[config.mk]
export PLATFORM = sky130hd
export DESIGN_NAME = rip_bp_counter_table
export DESIGN_NICKNAME = d
export VERILOG_FILES = /design/src/rtl/rip_branch_predictor_const.sv /design/src/rtl/rip_bp_counter_ram.sv /design/src/rtl/rip_bp_counter_table.sv
export SDC_FILE = /design/constraint.sdc
export NUM_CORES = 1
export LEC_CHECK = 0
export ABC_CLOCK_PERIOD_IN_PS = 2500
export BUFFER_PORTS_ARGS = -buffer_cell sky130_fd_sc_hd__buf_4
export CORE_MARGIN = 2
export CORE_UTILIZATION = 50
export CTS_CLUSTER_SIZE = 25
export DETAILED_ROUTE_END_ITERATION = 16
export MAX_ROUTING_LAYER = met4
export PLACE_DENSITY = 0.73
export SKIP_CTS_REPAIR_TIMING = 1
export SYNTH_ARGS = -nofsm -noshare
export SYNTH_HDL_FRONTEND = slang
export SYNTH_SLANG_ARGS = --single-unit
[constraint.sdc]
create_clock -name clk -period 2.5 [get_ports clk]
set_input_delay 0.5 -clock clk [delete_from_list [all_inputs] [get_ports clk]]
set_output_delay 0.5 -clock clk [all_outputs]
set_load 0.02 [all_outputs]
[src/rtl/rip_branch_predictor_const.sv]
// rip_branch_predictor_const: shared branch-predictor types, table geometry and the saturating-counter update
package rip_branch_predictor_const;
    localparam int TABLE_DEPTH = 4;
    localparam int TABLE_WIDTH = 2;
    typedef logic [TABLE_DEPTH-1:0] bp_index_t;
    typedef enum logic [TABLE_WIDTH-1:0] {
        STRONGLY_UNTAKEN = 2'b00,
        WEAKLY_UNTAKEN   = 2'b01,
        WEAKLY_TAKEN     = 2'b10,
        STRONGLY_TAKEN   = 2'b11
    } bp_weight_t;
    function automatic bp_weight_t sat_update(bp_weight_t w, logic taken);
        return taken ? ((w == STRONGLY_TAKEN) ? w : bp_weight_t'(w + 2'd1))
                     : ((w == STRONGLY_UNTAKEN) ? w : bp_weight_t'(w - 2'd1));
    endfunction
endpackage

[src/rtl/rip_bp_counter_ram.sv]
// rip_bp_counter_ram: 2-bit counter RAM, registered read port, read-modify-write port
//   clk, rst             clock, async active-high reset (read register only)
//   i_re/i_raddr         read request; o_rdata updates the cycle after, holds otherwise
//   i_we/i_waddr         write request
//   i_wset/i_wdata       1: store i_wdata verbatim (init sweep); 0: saturating train by i_wtaken
//   o_rdata              registered read data
// Build option BP_FWD_EN: a same-cycle read of the entry being written returns the new value.
module rip_bp_counter_ram
    import rip_branch_predictor_const::*;
(
    input  logic       clk,
    input  logic       rst,
    input  logic       i_re,
    input  bp_index_t  i_raddr,
    input  logic       i_we,
    input  bp_index_t  i_waddr,
    input  logic       i_wset,
    input  bp_weight_t i_wdata,
    input  logic       i_wtaken,
    output bp_weight_t o_rdata
);
    bp_weight_t r_mem [0:(1<<TABLE_DEPTH)-1];
    bp_weight_t r_rdata;
    bp_weight_t w_wnext;
    bp_weight_t w_rnext;
    assign w_wnext = i_wset ? i_wdata : sat_update(r_mem[i_waddr], i_wtaken);
`ifdef BP_FWD_EN
    assign w_rnext = (i_we && i_waddr == i_raddr) ? w_wnext : r_mem[i_raddr];
`else
    assign w_rnext = r_mem[i_raddr];
`endif
    assign o_rdata = r_rdata;
    always_ff @(posedge clk) begin
        if (i_we) r_mem[i_waddr] <= w_wnext;
    end
    always_ff @(posedge clk or posedge rst) begin
        if (rst) r_rdata <= STRONGLY_UNTAKEN;
        else if (i_re) r_rdata <= w_rnext;
    end
endmodule

[src/rtl/rip_bp_counter_table.sv]
// rip_bp_counter_table: branch-predictor 2-bit counter table with init sweep, lookup and training
//   clk, rst                         clock, async active-high reset
//   pred_valid/pred_index            lookup request, accepted when pred_ready
//   pred_ready                       equals init_done
//   pred_out_valid                   one-cycle pulse, one cycle after each accepted lookup
//   pred_taken/pred_weight           looked-up counter MSB / full value, held between results
//   update_valid/index/taken         resolved-branch training (ignored during INIT)
//   init_done                        high once every entry holds INIT_WEIGHT
// Build option BP_FWD_EN: same-cycle lookup/update on one index returns the post-update counter.
module rip_bp_counter_table
    import rip_branch_predictor_const::*;
#(
    parameter bp_weight_t INIT_WEIGHT = WEAKLY_UNTAKEN
) (
    input  logic       clk,
    input  logic       rst,
    input  logic       pred_valid,
    input  bp_index_t  pred_index,
    output logic       pred_ready,
    output logic       pred_out_valid,
    output logic       pred_taken,
    output bp_weight_t pred_weight,
    input  logic       update_valid,
    input  bp_index_t  update_index,
    input  logic       update_taken,
    output logic       init_done
);
    localparam logic INIT = 1'b0;
    localparam logic RUN  = 1'b1;
    logic       r_state;
    bp_index_t  r_sweep;
    logic       r_out_valid;
    logic       w_init;
    logic       w_accept;
    bp_weight_t w_rdata;
    assign w_init         = (r_state == INIT);
    assign init_done      = ~w_init;
    assign pred_ready     = init_done;
    assign w_accept       = pred_valid & init_done;
    assign pred_out_valid = r_out_valid;
    assign pred_weight    = w_rdata;
    assign pred_taken     = w_rdata[1];
    always_ff @(posedge clk or posedge rst) begin
        if (rst) begin
            r_state     <= INIT;
            r_sweep     <= '0;
            r_out_valid <= 1'b0;
        end else begin
            r_out_valid <= w_accept;
            if (w_init) begin
                r_sweep <= r_sweep + bp_index_t'(1);
                if (&r_sweep) r_state <= RUN;
            end
        end
    end
    // The sweep owns the write port during INIT, so training is dropped there.
    rip_bp_counter_ram u_ram (
        .clk      (clk),
        .rst      (rst),
        .i_re     (w_accept),
        .i_raddr  (pred_index),
        .i_we     (w_init | update_valid),
        .i_waddr  (w_init ? r_sweep : update_index),
        .i_wset   (w_init),
        .i_wdata  (INIT_WEIGHT),
        .i_wtaken (update_taken),
        .o_rdata  (w_rdata)
    );
endmodule

## Word level (Yosys, flattened, before mapping)

Memory sizes are Yosys's and may differ from the RTL's. A register that Yosys moved wholly into a read port is not among the register bits.
Cells that the tools add are included.

| operators by class | value |
|---|---|
| add/sub/neg operators | 3 |
| eq/ne operators | 1 |
| mux-type cells | 9 |
| bitwise operators | 3 |
| reductions and logical operators | 2 |

Operators with widths:

| cell | count |
|---|---|
| 2-to-1 mux 2 bit | 4 |
| adder 4 x 1 -> 4 bit (second input constant) | 1 |
| 2-to-1 mux 1 bit | 4 |
| 2-to-1 mux 4 bit | 1 |
| AND reduction 4 bit | 1 |
| adder 2 x 1 -> 2 bit (second input constant) | 1 |
| equality test 2 bit (second input constant) | 1 |
| logical NOT 2 bit | 1 |
| subtractor 2 x 1 -> 2 bit (second input constant) | 1 |
| bitwise AND 1 bit | 1 |
| inverter 1 bit | 1 |
| bitwise OR 1 bit | 1 |

| word-level totals | value |
|---|---|
| flip-flop bits (word level) | 6 |
| bits in writable memories | 32 |
| memories | 1 |

Memories:

| memory | words | width | rd ports | clocked after Yosys merged registers in | wr ports | RTL line | text |
|---|---|---|---|---|---|---|---|
| u_ram.r_mem | 16 | 2 | 2 | 1 | 1 | rip_bp_counter_ram.sv:22 | `bp_weight_t r_mem [0:(1<<TABLE_DEPTH)-1];` |

## Depth between registers and ports, before layout

An unclocked memory read counts as a cell.

| logic depth | value |
|---|---|
| word-level depth | 6 |
| gate-level depth with buffers | 7 |

## Hierarchy

From an unflattened synthesis, not the netlist that was laid out.

| unflattened totals | value |
|---|---|
| cell total of the unflattened synthesis | 132 |
| area, all modules | 2084.5 µm² |

By module, submodules not included:

| module | instances | cells each | area an instance (µm²) | sequential area each (µm²) |
|---|---|---|---|---|
| rip_bp_counter_ram | 1 | 104 | 1744.2 | 1011.0 |
| rip_bp_counter_table | 1 | 28 | 340.3 | 150.1 |

## Worst setup path after synthesis

Ideal clock, no wire load.

| timing | value |
|---|---|
| kind | register to register |
| start point | register r_state, in the netlist init_done |
| end point | memory u_ram.r_mem[0][1] in the netlist's numbering, data pin |
| library setup time | 0.341 ns |
| arrival | 2.493 ns |
| required time | 2.159 ns |
| setup slack | -0.333 ns |
| stages on the path, launching flop included | 7 |
| buffers on the path | 0 |
| path through | dfrtp_1 > mux2_4 > mux4_2 > nor2_1 > nor4_1 > nor2_1 > o31ai_1 |

| between the ends | value |
|---|---|
| word-level cells in the longest chain between the ends | 6 |

RTL lines:

| item | RTL line | text |
|---|---|---|
| from (decl) | rip_bp_counter_table.sv:30 | `logic r_state;` |
| from (signal assigned) | rip_bp_counter_table.sv:45 | `r_state <= INIT;` |
| from (signal assigned) | rip_bp_counter_table.sv:52 | `if (&r_sweep) r_state <= RUN;` |
| 2-to-1 mux 4 bit | rip_bp_counter_table.sv:63 | `.i_waddr (w_init ? r_sweep : update_index),` |
| memory (16 x 2 bit) | n/a |  |
| subtractor 2 x 1 -> 2 bit (tied with other cells) | rip_branch_predictor_const.sv:14 | `: ((w == STRONGLY_UNTAKEN) ? w : bp_weight_t'(w - 2'd1));` |
| 2-to-1 mux 2 bit (on tied branches) | rip_branch_predictor_const.sv:14, rip_branch_predictor_const.sv:13 |  |
| 2-to-1 mux 2 bit | rip_branch_predictor_const.sv:13 | `return taken ? ((w == STRONGLY_TAKEN) ? w : bp_weight_t'(w + 2'd1))` |
| 2-to-1 mux 2 bit (*) | rip_bp_counter_ram.sv:26 | `assign w_wnext = i_wset ? i_wdata : sat_update(r_mem[i_waddr], i_wtaken);` |
| named net u_ram.w_wnext[1] | rip_bp_counter_ram.sv:24 | `bp_weight_t w_wnext;` |
| to (decl) | rip_bp_counter_ram.sv:22 |  |

Mark *: on every way through the listed nets, which the timed path passes. The rest lies on a longest branch.

## Worst setup path in the final report

| timing | value |
|---|---|
| start point | register r_state, in the netlist init_done |
| end point | memory u_ram.r_mem[13][0] in the netlist's numbering, data pin |

The elaborated chain is that of the path after synthesis.

==> results.json <==
{
  "gp_congestion": 0.919,
  "drc": 0,
  "synth_nets": 181,
  "post-route-util_pct": 61.8,
  "die_y_um": 70.2,
  "ys_async_sr_fraction_pct": 20.0,
  "final_cells": 260,
  "vias": 1593,
  "n_fill_cell": 339,
  "drive_gt1_share_pct": 36.1,
  "fin_hold_ws_ns": 0.127,
  "grt_overflow": 0,
  "synth_edf_count": 32,
  "die_area_um2": 4930,
  "slew_headroom_pct": 71.6,
  "diodes": 0,
  "seq_area_frac_synth_pct": 53.0,
  "maxCapViolCount": 0,
  "io_buffers": 18,
  "synth_top_area_cell": "edfxtp_1",
  "preCtsSetupSlack_ns": -0.177,
  "p_leak_nw": 1.03,
  "fin_crit_ns": 2.42,
  "final_area_um2": 2650,
  "final_nets": 221,
  "ys_ff_latch": 40,
  "netlist.area_leader.share_pct": 43.8,
  "dpl.hpwl_um": 3960,
  "crit_fanout": 16,
  "power.density_nw_per_um2": 530,
  "numCtsBuffers": 5,
  "first_global_vias": 1603,
  "period_share_pct": 96.7,
  "r2r_slack_ns": 0.08,
  "start_util_pct": 51.0,
  "clock_sinks": 40,
  "crit_start": "init_done",
  "min_path_type": "input port to async pin",
  "dp_cells": 252,
  "drt_wl_total_um": 5050,
  "ys.flop_type": "edfxtp_1",
  "yosysWarnings": 0,
  "rows": 24,
  "synthToLayoutAreaGrowth_pct": 21.1,
  "grt_pass1_wl_um": 8220,
  "p_total_mw": 1.41,
  "firstDrtPassIters": 4,
  "yosys-top-cells-area": "edfxtp_1 44%, mux4_2 12%, dfrtp_1 9.1%, nor2_1 5.0%, mux4_1 2.4%",
  "tightestPinTransition_ns": 0.424,
  "antenna_found_initial": 0,
  "setup_viol": 0,
  "worstSetupStartpointType": "flop",
  "finalClockSkew_ns": 0.00864,
  "clk_path_buf_depth": 2,
  "drt.antenna.violating_nets": 0,
  "gr-usage-all-layers_pct": 23.1,
  "wire_per_inst_um": 19.4,
  "vdd_ir_drop_max_uv": 437,
  "tns_ns": 0,
  "drt-initial-drc-count": 139,
  "cts_root_buf": "clkbuf_8",
  "cts_tree": "done",
  "clkSlewWorstSetupHoldPaths_ns": 0.08,
  "clk_latency_ns": 0.30,
  "syn_area_per_cell_um2": 13.1,
  "vias_per_cell": 6.13,
  "crit_type": "flop to flop",
  "netlist_instances": 167,
  "die_width_um": 70.2,
  "fmax_mhz": 414,
  "h-tree-depth": 2,
  "netlist_area_um2": 2190,
  "slew_violations": 0,
  "placed_area_um2": 2560,
  "layout_setup_ws_ns": 0.0835,
  "grt_max_degree": 17,
  "yosysUniqueCellTypes": 38,
  "core_area_um2": 4290,
  "rsz0062_at_grt": "no",
  "required_ns": 2.52,
  "io_pins": 19,
  "crit_path_end_kind": "flop",
  "status": "complete, no violations",
  "r2r-start": "init_done",
  "cp.arrival_ns": 2.44,
  "hold_viol_final": 0
}
-- area by class of cell --
| type | count | area, um2 | area share [%] |
|---|---|---|---|
| timing repair buffer | 43 | 335 | 12.6 |
| tap | 52 | 65.1 | 2.45 |
| clock inverter | 2 | 16.3 | 0.613 |
| multi-input combinational | 109 | 972 | 36.6 |
| clock buffer | 6 | 72.6 | 2.73 |
| sequential | 40 | 1160 | 43.8 |
| inverter | 8 | 30.0 | 1.13 |
-- cell families after synthesis --
family / after synthesis / synth area share (%)
AOI/OAI and AO/OA: 27 / 9.30
DFF: 40 / 53.0
buffers and inverters: 18 / 3.65
xor gates and xnor gates: 3 / 1.20
muxes: 19 / 17.6
and+or+nand+nor: 58 / 14.2
adders and majority gates: 2 / 1.03
-- power breakdown --
| group | switching, mW | leakage, nW | total [mW] | internal [mW] |
|---|---|---|---|---|
| combinational | 0.105 | 0.596 | 0.211 | 0.106 |
| sequential | 0.00839 | 0.389 | 0.758 | 0.749 |
| clock | 0.239 | 0.0414 | 0.437 | 0.198 |
-- registers in the layout, summed over array words and instances, names as in the netlist --
name	cells
u_ram.r_mem	32
r_sweep	4
u_ram.o_rdata	2
init_done	1
pred_out_valid	1
-- synth_stat cells (2+ instances only) --
library cell  instances
mux2_4                2
and4b_1               2
edfxtp_1             32
mux4_1                2
nor2b_1               5
clkbuf_1              6
buf_4                 3
and3_1                2
nor4b_1               2
o21ai_0               4
mux4_2               12
nor2_1               29
o21bai_1              4
inv_1                 8
nand2_1               8
mux2_2                3
a41oi_1               4
a32oi_1               4
dfrtp_1               8
xnor2_1               3
nor3_1                2
a31oi_1               6
-- path summary, 6_finish.rpt --
| path | to | depth (start not counted) |
|---|---|---|
| setup / recovery | u_ram.r_mem[13][0] | 6 |
| hold / removal | r_sweep[1] | 2 |
| setup reg to reg | u_ram.r_mem[13][0] | 6 |
| hold reg to reg | u_ram.o_rdata[0] | 1 |
| max in group asynchronous | init_done | 2 |
| min in group clk | pred_out_valid | 3 |
-- worst max-delay path, stage by stage, from the launching register on --
cell and delay [ns]:
dfrtp_2 0.47, mux2_4 0.36, mux4_2 0.44, nor2b_4 0.15
nor4_4 0.31, maj3_1 0.27, nand2_4 0.13
-- per-layer routing --
layer | vias up | track usage (%) | wire [um]
met5 | - | - | 0
met4 | 0 | 12.0 | 206
met3 | 13 | 5.77 | 355
met2 | 62 | 34.3 | 2400
met1 | 795 | 29.6 | 2090
li1 | 723 | - | -
-- layout by cell type (no fill, tap or decap), types with 2 or more instances in the layout --
cell type,synthesis,layout
and3_1,2,2
a41oi_1,4,4
mux4_1,2,2
o21ai_0,4,4
a32oi_1,4,4
clkbuf_8,0,5
edfxtp_1,32,32
mux4_2,12,12
nand2_1,8,7
nor2_1,29,29
buf_4,3,42
o21bai_1,4,4
dfrtp_1,8,7
nor3_1,2,2
a31oi_1,6,6
mux2_2,3,3
and4b_1,2,2
nor2b_1,5,5
inv_1,8,8
xnor2_1,3,3
mux2_4,2,2
nor4b_1,2,2
Power figures use the tool's default switching activity.
